### config.mk
export PLATFORM = sky130hd
export DESIGN_NAME = alu_exec_unit
export DESIGN_NICKNAME = d
export VERILOG_FILES = /design/src/rtl/alu_exec_unit.sv
export SDC_FILE = /design/constraint.sdc
export NUM_CORES = 1
export LEC_CHECK = 0
export CAP_MARGIN = 20
export CORE_MARGIN = 1
export CORE_UTILIZATION = 45
export DETAILED_ROUTE_END_ITERATION = 8
export GPL_TIMING_DRIVEN = 0
export SETUP_SLACK_MARGIN = 0.4
export SYNTH_ARGS = -nofsm -noshare
export SYNTH_HDL_FRONTEND = slang
export SYNTH_SLANG_ARGS = --single-unit
export TNS_END_PERCENT = 30
### constraint.sdc
create_clock -name clk_in -period 17.4 [get_ports clk_in]
set_clock_uncertainty 0.2 [all_clocks]
set_input_delay 2.61 -clock clk_in [delete_from_list [all_inputs] [get_ports clk_in]]
set_output_delay 2.61 -clock clk_in [all_outputs]
set_load 0.05 [all_outputs]
### src/rtl/alu_exec_unit.sv
// ALU execution unit: input FIFO fed by the reservation station, head evaluated
// combinationally and registered onto the ALU common data bus keyed by ROB id.
module alu_exec_unit #(
    parameter int DEPTH = 4
) (
    input  logic        clk_in,
    input  logic        rst_in,
    input  logic        rdy_in,
    input  logic        _clear,
    input  logic        _alu_ready,
    input  logic [4:0]  _alu_rob_id,
    input  logic [6:0]  _alu_type,
    input  logic [3:0]  _alu_op,
    input  logic [31:0] _alu_v1,
    input  logic [31:0] _alu_v2,
    output logic        _alu_full,
    output logic        _cdb_ready,
    output logic [4:0]  _cdb_rob_id,
    output logic [31:0] _cdb_value
);
    localparam int AW = $clog2(DEPTH);
    localparam int CW = AW + 1;
    localparam logic [6:0] OP_R = 7'b0110011;
    localparam logic [6:0] OP_I = 7'b0010011;
    localparam logic [6:0] OP_B = 7'b1100011;

    logic [4:0]    rob_q [DEPTH];
    logic [4:0]    rob_d [DEPTH];
    logic [6:0]    typ_q [DEPTH];
    logic [6:0]    typ_d [DEPTH];
    logic [3:0]    op_q  [DEPTH];
    logic [3:0]    op_d  [DEPTH];
    logic [31:0]   v1_q  [DEPTH];
    logic [31:0]   v1_d  [DEPTH];
    logic [31:0]   v2_q  [DEPTH];
    logic [31:0]   v2_d  [DEPTH];
    logic [AW-1:0] wr_q, wr_d, rd_q, rd_d;
    logic [CW-1:0] count_q, count_d;
    logic          cdb_ready_q, cdb_ready_d;
    logic [4:0]    cdb_rob_q, cdb_rob_d;
    logic [31:0]   cdb_value_q, cdb_value_d;

    logic          push, pop, taken;
    logic [31:0]   res, hv1, hv2;
    logic [6:0]    htyp;
    logic [3:0]    hop;
    logic [4:0]    sh;

    // Issue acceptance looks only at registered occupancy, never at the same-cycle pop.
    assign _alu_full   = rdy_in && !_clear && (count_q < CW'(DEPTH));
    assign push        = _alu_ready && _alu_full;
    assign pop         = rdy_in && !_clear && (count_q != '0);
    assign _cdb_ready  = cdb_ready_q;
    assign _cdb_rob_id = cdb_rob_q;
    assign _cdb_value  = cdb_value_q;

    assign htyp = typ_q[rd_q];
    assign hop  = op_q[rd_q];
    assign hv1  = v1_q[rd_q];
    assign hv2  = v2_q[rd_q];
    assign sh   = hv2[4:0];

    always_comb begin
        res   = hv1 + hv2;
        taken = 1'b0;
        if (htyp == OP_R || htyp == OP_I) begin
            case (hop[2:0])
                3'b000: res = (htyp == OP_R && hop[3]) ? hv1 - hv2 : hv1 + hv2;
                3'b001: res = hv1 << sh;
                3'b010: res = {31'b0, $signed(hv1) < $signed(hv2)};
                3'b011: res = {31'b0, hv1 < hv2};
                3'b100: res = hv1 ^ hv2;
                3'b101: res = hop[3] ? 32'($signed(hv1) >>> sh) : hv1 >> sh;
                3'b110: res = hv1 | hv2;
                default: res = hv1 & hv2;
            endcase
        end else if (htyp == OP_B) begin
            case (hop[2:0])
                3'b000: taken = (hv1 == hv2);
                3'b001: taken = (hv1 != hv2);
                3'b100: taken = ($signed(hv1) < $signed(hv2));
                3'b101: taken = ($signed(hv1) >= $signed(hv2));
                3'b110: taken = (hv1 < hv2);
                3'b111: taken = (hv1 >= hv2);
                default: taken = 1'b0;
            endcase
            res = {31'b0, taken};
        end
    end

    always_comb begin
        rob_d       = rob_q;
        typ_d       = typ_q;
        op_d        = op_q;
        v1_d        = v1_q;
        v2_d        = v2_q;
        wr_d        = wr_q;
        rd_d        = rd_q;
        count_d     = count_q;
        cdb_ready_d = cdb_ready_q;
        cdb_rob_d   = cdb_rob_q;
        cdb_value_d = cdb_value_q;
        if (_clear) begin
            wr_d        = '0;
            rd_d        = '0;
            count_d     = '0;
            cdb_ready_d = 1'b0;
        end else if (rdy_in) begin
            if (push) begin
                rob_d[wr_q] = _alu_rob_id;
                typ_d[wr_q] = _alu_type;
                op_d[wr_q]  = _alu_op;
                v1_d[wr_q]  = _alu_v1;
                v2_d[wr_q]  = _alu_v2;
                wr_d        = wr_q + 1'b1;
            end
            cdb_ready_d = pop;
            if (pop) begin
                rd_d        = rd_q + 1'b1;
                cdb_rob_d   = rob_q[rd_q];
                cdb_value_d = res;
            end
            count_d = count_q + CW'(push) - CW'(pop);
        end
    end

    always_ff @(posedge clk_in or posedge rst_in) begin
        if (rst_in) begin
            for (int i = 0; i < DEPTH; i++) begin
                rob_q[i] <= '0;
                typ_q[i] <= '0;
                op_q[i]  <= '0;
                v1_q[i]  <= '0;
                v2_q[i]  <= '0;
            end
            wr_q        <= '0;
            rd_q        <= '0;
            count_q     <= '0;
            cdb_ready_q <= 1'b0;
            cdb_rob_q   <= '0;
            cdb_value_q <= '0;
        end else begin
            rob_q       <= rob_d;
            typ_q       <= typ_d;
            op_q        <= op_d;
            v1_q        <= v1_d;
            v2_q        <= v2_d;
            wr_q        <= wr_d;
            rd_q        <= rd_d;
            count_q     <= count_d;
            cdb_ready_q <= cdb_ready_d;
            cdb_rob_q   <= cdb_rob_d;
            cdb_value_q <= cdb_value_d;
        end
    end
endmodule

-- After elaboration in Yosys (flattened, before gate mapping)
Index checks and enable logic that the tools add are counted.
- magnitude comparators: 8
- reduce and logical (&&, ||, !) cells: 17
- $add $sub $neg: 6
- shifts and indexed selects: 3
- equal/unequal tests: 12
- mux-type cells: 44
- bitwise gates (word level): 6
- operator list (kind ; count):
    32-bit 2-to-1 mux ; 9
    128-bit bitwise mux ; 2
    32-bit case mux with 7 select lines ; 1
    32-bit binary-select mux with 2-bit select ; 2
    32-bit demux with 2-bit select ; 1
    32-bit >= comparator ; 2
    32-bit less-than comparator ; 2
    32-bit adder ; 1
    32-bit AND ; 1
    32-bit equality test ; 1
    32-bit inequality test ; 1
    32-bit bitwise OR ; 1
    32-bit by 5-bit << shifter with 32-bit output ; 1
    32-bit by 5-bit >> shifter with 32-bit output ; 1
    32-bit by 5-bit >>> shifter with 32-bit output ; 1
    32-bit subtractor ; 1
    32-bit XOR ; 1
    28-bit bitwise mux ; 1
    7-bit 2-to-1 mux ; 3
    20-bit bitwise mux ; 1
    16-bit bitwise mux ; 1
    5-bit 2-to-1 mux ; 3
    7-bit binary-select mux with 2-bit select ; 1
    7-bit demux with 2-bit select ; 1
    31 further kinds ; 56
- word-level logic and storage cells: 122
- register bits: 365
- bits of input ports: 85

-- Longest topological paths before layout
Gate-level depths: netlist (run 1).
- depth in word-level cells: 9
- gate-level depth with buffers: 20
- mapped depth without buffers: 15

-- Least setup slack after synthesis (run 1)
Ideal clock, no wire load.
- path type: input to output
- from: input port rdy_in
- to: output port _alu_full
- stages: 2
- path slack: 10.516 ns
- arrival time: 4.074 ns
- path through: clkbuf_1 nor3b_1
- word-level cells in the longest chain between the ends: 2
- ends and longest elaborated chain (item ; RTL line ; RTL):
    start, declared ; 8 ; input logic rdy_in,
    1-bit logical AND (2 in series) ; 50 ; assign _alu_full = rdy_in && !_clear && (count_q < CW'(DEPTH));
    end, declared ; 16 ; output logic _alu_full,
No other way between the ends.

-- Worst setup path in the final report (run 1)
- from: register rd_q[1]
- to: register cdb_value_q[0] (netlist: _cdb_value[0])
- word-level cells in the longest chain between the ends: 9
- ends and longest elaborated chain (item ; RTL line ; RTL):
    start, declared ; 37 ; logic [AW-1:0] wr_q, wr_d, rd_q, rd_d;
    start signal, assigned ; 149 ; rd_q <= rd_d;
    2-bit inverter with 3-bit output (not written as such) * ; - ;
    parallel branches: the longest is 7 deep, another holds 32-bit adder ; - ;
    32-bit 2-to-1 mux * ; 66 ; if (htyp == OP_R || htyp == OP_I) begin
    end signal, assigned ; 153 ; cdb_value_q <= cdb_value_d;
    end, declared ; 41 ; logic [31:0] cdb_value_q, cdb_value_d;
Every way passes the cells marked *. The select of a mux whose other input is x is not followed.
A chain may end at the register's enable or synchronous reset.

==> results.toml, run 1 <==
[global_routing]
grt_pass1_wl_um = 147600
busiest_layer = "met2"
grt_pass1_vias = 21280
overflow = 0
grtUsageMet3_pct = 6.330
grt_use_total_pct = 36.26
grt_use_met2_pct = 55.53
grtUsageMet1_pct = 50.56
grt_max_degree = 134
antenna_found_initial = 2

[yosys]
yosysUniqueCellTypes = 89
ys_seq_elements = 365
syn-instance-count = 2415
yosysWarnings = 0
seq_area_frac_synth_pct = 36.89
synth_fp_nets = 2606
yosysTopAreaCell = "dfrtp_1"
synth_top_area_share_pct = 36.89
synth_area_leaders = "dfrtp_1 37%, mux2_2 16%, mux4_2 6.5%"
synth_flop_cell = "dfrtp_1"
synth_edf_count = 0
syn_area_per_cell_um2 = 10.25
synthArstFlopShare_pct = 100.0
synthesis.area_mm2 = 0.02476

[routing]
vias = 21600
vias_per_cell = 6.524
dr.pass1.iters = 8
wl_um = 102400
wire_per_inst_um = 30.91
antenna_left = 0
drtIter0Drc = 2414
drcViolationCount = 0

[pwr]
vdd_ir_drop_max_v = 0.0001070
power_density_mw_per_mm2 = 186.2
leakage_nw = 12.43

[sta]
tightest_slew_ns = 1.357
setup_ws_ns = 10.14
maxSlewHeadroom_pct = 8.574
finalSetupViolations = 0
slew_viol_final = 0
timing_hold_violations_final = 0
finalCriticalPeriod_ns = 7.255
rsz0062_at_grt = "no"
period_share_pct = 41.70
max_freq_mhz = 137.8
tns_ns = 0

[die]
pin_count = 124
core_mm2 = 0.05413
dieArea_mm2 = 0.05596
std_cell_rows = 85
initial_core_util_pct = 45.73
die_h_um = 236.6
die_w_um = 236.6

[clocking]
cts_root_buf = "clkbuf_16"
numCtsBuffers = 41
postCtsHoldBufs = 0
cts_tree = "yes"
post_cts_resized = 0
clockBufferDepth = 3
clkTransAtPathRegs_ns = 0.06
clock-sinks = 365
postCtsSetupRepairBufs = 0
h-tree-depth = 2
clk_latency_ns = 0.59

[critical_path]
max_stage_delay_ns = 0.91
crit_path_max_fanout = 10
end_kind = "register"
crit_type = "reg -> reg"
cp.buffers_inverters = 7
required_ns = 17.63
path_cells = "buf_4 > buf_4 > buf_2 > buf_2 > clkbuf_1 > mux4_2 > inv_1 > ha_1 > clkbuf_1 > nor4_1 > nand4_1 > o211ai_1 > a31oi_1 > o21ai_1 > mux2_2 > o2111ai_1 > o21ai_0"
arrival_ns = 7.49
crit_slowest_cell = "o211ai_1"
worst_path_dominant_cell_family = "buffers and inverters"
setup.worst_path.start_class = "register"

[cells_and_area]
post-route-util_pct = 52.36
layout_common_cells = "365 x dfrtp_1, 341 x mux2_2, 186 x a21oi_1, 177 x nor2_1, 159 x nand2_1"
layout_commonest_cell = "dfrtp_1"
drive_gt1_share_pct = 22.26
finalNonFillerCells = 3311
final.fill_count = 4918
nNetsFinal = 2776
area_delta_synth_final_pct = 14.50
stdcell_area_mm2 = 0.02835

[job]
drv_cap = 0

[outcome]
outcome = "finished clean"

[worst_hold_path]
hp-class = "reg -> reg"

[placement]
placed_cells = 3237
dpl_cell_area_mm2 = 0.02694
place_congestion = 1.050
place.port_buffers = 121
hpwl_um = 78870
post-place-ws_ns = 10.29
## registers in the layout (all words and copies together) (netlist names)
name / cells
v2_q: 128
rd_q: 2
_cdb_value: 32
rob_q: 20
_cdb_rob_id: 5
op_q: 16
wr_q: 2
v1_q: 128
count_q: 3
typ_q: 28
_cdb_ready: 1
## worst paths after layout
check | startpoint | endpoint | slack, ns | cells past startpoint
max in group asynchronous | rst_in | v1_q[12]$_DFFE_PP0P_ | 12.87 | 4
setup / recovery | rd_q[1]$_DFFE_PP0P_ | _cdb_value[0]$_DFFE_PP0P_ | 10.14 | 17
min in group asynchronous | rst_in | v2_q[26]$_DFFE_PP0P_ | 2.33 | 2
hold / removal | _cdb_rob_id[1]$_DFFE_PP0P_ | _cdb_rob_id[1]$_DFFE_PP0P_ | 0.28 | 2
setup reg to reg | rd_q[1]$_DFFE_PP0P_ | _cdb_value[0]$_DFFE_PP0P_ | 10.14 | 17
hold reg to reg | _cdb_rob_id[1]$_DFFE_PP0P_ | _cdb_rob_id[1]$_DFFE_PP0P_ | 0.28 | 2
## cell type report
cell class / instances / area [µm²] / area share, %
Antenna cell: 1 / 2.502 / 0.008828
Buffer: 172 / 847.1 / 2.988
Clock buffer: 58 / 1211 / 4.273
Clock inverter: 14 / 191.4 / 0.6753
Inverter: 110 / 420.4 / 1.483
Multi-Input combinational cell: 1768 / 14360 / 50.67
Sequential cell: 365 / 9134 / 32.22
Tap cell: 696 / 870.8 / 3.072
Timing Repair Buffer: 127 / 1306 / 4.608
## cell families after synthesis
logic type                 share of synthesized area (%)
and+or+nand+nor                                    8.698
DFF                                                36.89
buffers and inverters                              5.089
xor gates and xnor gates                           1.910
muxes                                              26.22
adders and majority gates                          5.448
AOI/OAI and AO/OA                                  15.74
## metal layers
layer,share of wire (%),vias up
li1,-,9205
met1,43,11010
met2,44,1122
met3,8.3,259
met4,4.7,0
met5,0,-
## metrics by stage
step	total power, mW	hold slack, ns
after global placement	4.244	0.2669
final	5.277	0.2835
after CTS	5.175	0.2908
after detailed placement	4.258	0.2683
after floorplan	3.183	0.2700
after global routing	5.485	0.3049
## Yosys cell counts (13+ instances only)
cell type,instances
dfrtp_1,365
mux2_2,341
a21oi_1,186
nor2_1,177
nand2_1,159
o21ai_0,119
inv_1,105
ha_1,103
mux2i_1,100
mux4_2,71
clkbuf_1,68
buf_2,42
xnor2_1,42
buf_1,38
o211ai_1,38
nor3_1,29
a211oi_1,28
nand3_1,28
o21ai_1,23
a22oi_1,22
a31oi_1,21
a21o_1,19
o22ai_1,18
a221oi_1,17
buf_4,14
o221ai_1,13
## tightest hold or removal path, delay by kind of cell (launching register included)
| family | cells | cell delay (ns) |
|---|---|---|
| DFF | 1 | 0.34 |
| and+or+nand+nor | 2 | 0.11 |
## report_power, final
group | switching [mW] | total (mW) | internal [mW]
combinational | 2.13 | 3.21 | 1.07
clock | 0.368 | 0.900 | 0.532
sequential | 0.112 | 1.17 | 1.06
total | 2.61 | 5.28 | 2.66
Note: power is estimated with default switching activity, not from simulation.
==> run 2: changes to the inputs <==
Clock period 17.4 ns to 6.1 ns, I/O delays scaled along.
==> results.toml, run 2 (synthesis results as in run 1) <==
[outcome]
outcome = "finished clean"

[routing]
drtIter0Drc = 2224
vias_per_cell = 6.502
wire_per_inst_um = 30.63
dr.pass1.iters = 8
antenna_left = 0
wl_um = 102100
drcViolationCount = 0
vias = 21660

[cells_and_area]
layout_commonest_cell = "dfrtp_1"
drive_gt1_share_pct = 24.81
post-route-util_pct = 53.47
stdcell_area_mm2 = 0.02894
diodes = 0
nNetsFinal = 2794
area_delta_synth_final_pct = 16.92
layout_common_cells = "365 x dfrtp_1, 341 x mux2_2, 181 x a21oi_1, 176 x nor2_1, 159 x nand2_1"

[job]
drv_cap = 0

[sta]
max_freq_mhz = 176.8
timing_hold_violations_final = 0
maxSlewHeadroom_pct = 19.42
rsz0062_at_grt = "yes"
tightest_slew_ns = 1.209
slew_viol_final = 0
finalSetupViolations = 0
tns_ns = 0
finalCriticalPeriod_ns = 5.656
period_share_pct = 92.72

[critical_path]
cp-startpoint = "rd_q[0]$_DFFE_PP0P_"
end_kind = "register"
worst_path_dominant_cell_family = "buffers and inverters"
r2r_slack_ns = 0.44
r2r_end = "_cdb_value[22]$_DFFE_PP0P_"
crit_type = "reg -> reg"
crit_top_cell = "a21oi_1"
setup.worst_path.start_class = "register"
crit_slowest_cell = "mux4_2"
critical_path.endpoint = "_cdb_value[22]$_DFFE_PP0P_"
required_ns = 6.34
cp.depth = 21
max_stage_delay_ns = 0.57
path_cells = "buf_6 > buf_12 > buf_12 > buf_8 > buf_6 > buf_4 > buf_8 > mux4_2 > inv_1 > ha_1 > clkbuf_2 > clkinvlp_4 > a21oi_1 > o21ai_0 > a21oi_1 > o211ai_1 > a2111oi_2 > a21oi_1 > and3_1 > o31ai_2 > a21oi_1"
ff2ff_path_depth = 21
timing.rr.start = "rd_q[0]$_DFFE_PP0P_"
arrival_ns = 5.90
crit_path_max_fanout = 10
cp.buffers_inverters = 10

[placement]
place.port_buffers = 121
place_congestion = 1.072
hpwl_um = 78670
dpl_cell_area_mm2 = 0.02707

[die]
die_h_um = 236.6
std_cell_rows = 85
pin_count = 124
dieArea_mm2 = 0.05596
initial_core_util_pct = 45.73
core_mm2 = 0.05413
die_w_um = 236.6

[pwr]
vdd_ir_drop_max_v = 0.0002597
power_density_mw_per_mm2 = 533.5
leakage_nw = 12.67
total_power_mw = 15.44

[clocking]
postCtsHoldBufs = 0
clockBufferDepth = 3
cts_tree = "yes"
cts_root_buf = "clkbuf_16"
numCtsBuffers = 42
clock-sinks = 365
clkTransAtPathRegs_ns = 0.06
clk_latency_ns = 0.60
h-tree-depth = 2

[global_routing]
antenna_found_initial = 2
grt_max_degree = 46
overflow = 0
grt_use_total_pct = 36.15
grt_pass1_wl_um = 147700
grt_pass1_vias = 21650

[worst_hold_path]
hp-class = "reg -> reg"
## run 2: worst register-to-register path: cells and delay by family (launching register included)
kind / cells / cell delay (ns)
adders and majority gates: 1 / 0.15
muxes: 1 / 0.58
and+or+nand+nor: 1 / 0.22
DFF: 1 / 0.34
buffers and inverters: 10 / 2.09
AOI/OAI and AO/OA: 8 / 1.96
## run 2: worst min-delay path by stage
stage,from,endpoint,slack [ns],cells after the start
6_report,_cdb_rob_id[2]$_DFFE_PP0P_,_cdb_rob_id[2]$_DFFE_PP0P_,0.28,2
3_3_place_gp,_cdb_rob_id[0]$_DFFE_PP0P_,_cdb_rob_id[0]$_DFFE_PP0P_,0.27,2
4_1_cts,_cdb_rob_id[2]$_DFFE_PP0P_,_cdb_rob_id[2]$_DFFE_PP0P_,0.28,2
2_1_floorplan,typ_q[22]$_DFFE_PP0P_,typ_q[22]$_DFFE_PP0P_,0.27,1
5_1_grt,rob_q[8]$_DFFE_PP0P_,rob_q[8]$_DFFE_PP0P_,0.31,1
3_5_place_dp,_cdb_rob_id[0]$_DFFE_PP0P_,_cdb_rob_id[0]$_DFFE_PP0P_,0.26,2
## run 2: area by class of cell
type | instances | area, µm²
plain buffers | 172 | 924.6
clock buffers | 60 | 1159
clock inverters | 17 | 281.5
fillers | 4934 | 25190
inverters | 110 | 424.2
multi-input cells | 1768 | 14620
flip-flops and latches | 365 | 9134
well taps | 696 | 870.8
repair buffers | 144 | 1534
## run 2: power by group
part | switching [mW] | total, mW | leakage [nW] | internal [mW]
Sequential | 0.319 | 3.34 | 4.72 | 3.02
Combinational | 6.24 | 9.47 | 7.26 | 3.23
Clock | 1.07 | 2.63 | 0.695 | 1.55
## run 2: what timing repair did
action                     in CTS  in global routing
setup endpoints to repair      23                 18
pin swaps                       4                  8
resized for setup              56                 51
buffers inserted                4                  5
hold endpoints to repair        0                  0
## run 2: metal layers
metal	GRT usage, %	vias up	wire (µm)
li1	-	9269	-
met1	49.93	10960	43590
met2	54.80	1170	44370
met3	7.181	258	8948
met4	16.29	2	5159
met5	0	-	12
## run 2: metrics by stage
stage / std cells / hold WS (ns) / worst slack, ns
6_report: 3332 / 0.2803 / 0.4441
5_1_grt: 3332 / 0.3068 / 0.2908
4_1_cts: 3325 / 0.2807 / 0.3892
3_5_place_dp: 3244 / 0.2623 / -0.9917
3_3_place_gp: 3232 / 0.2679 / -2.232
2_1_floorplan: 2415 / 0.2700 / 0.08878
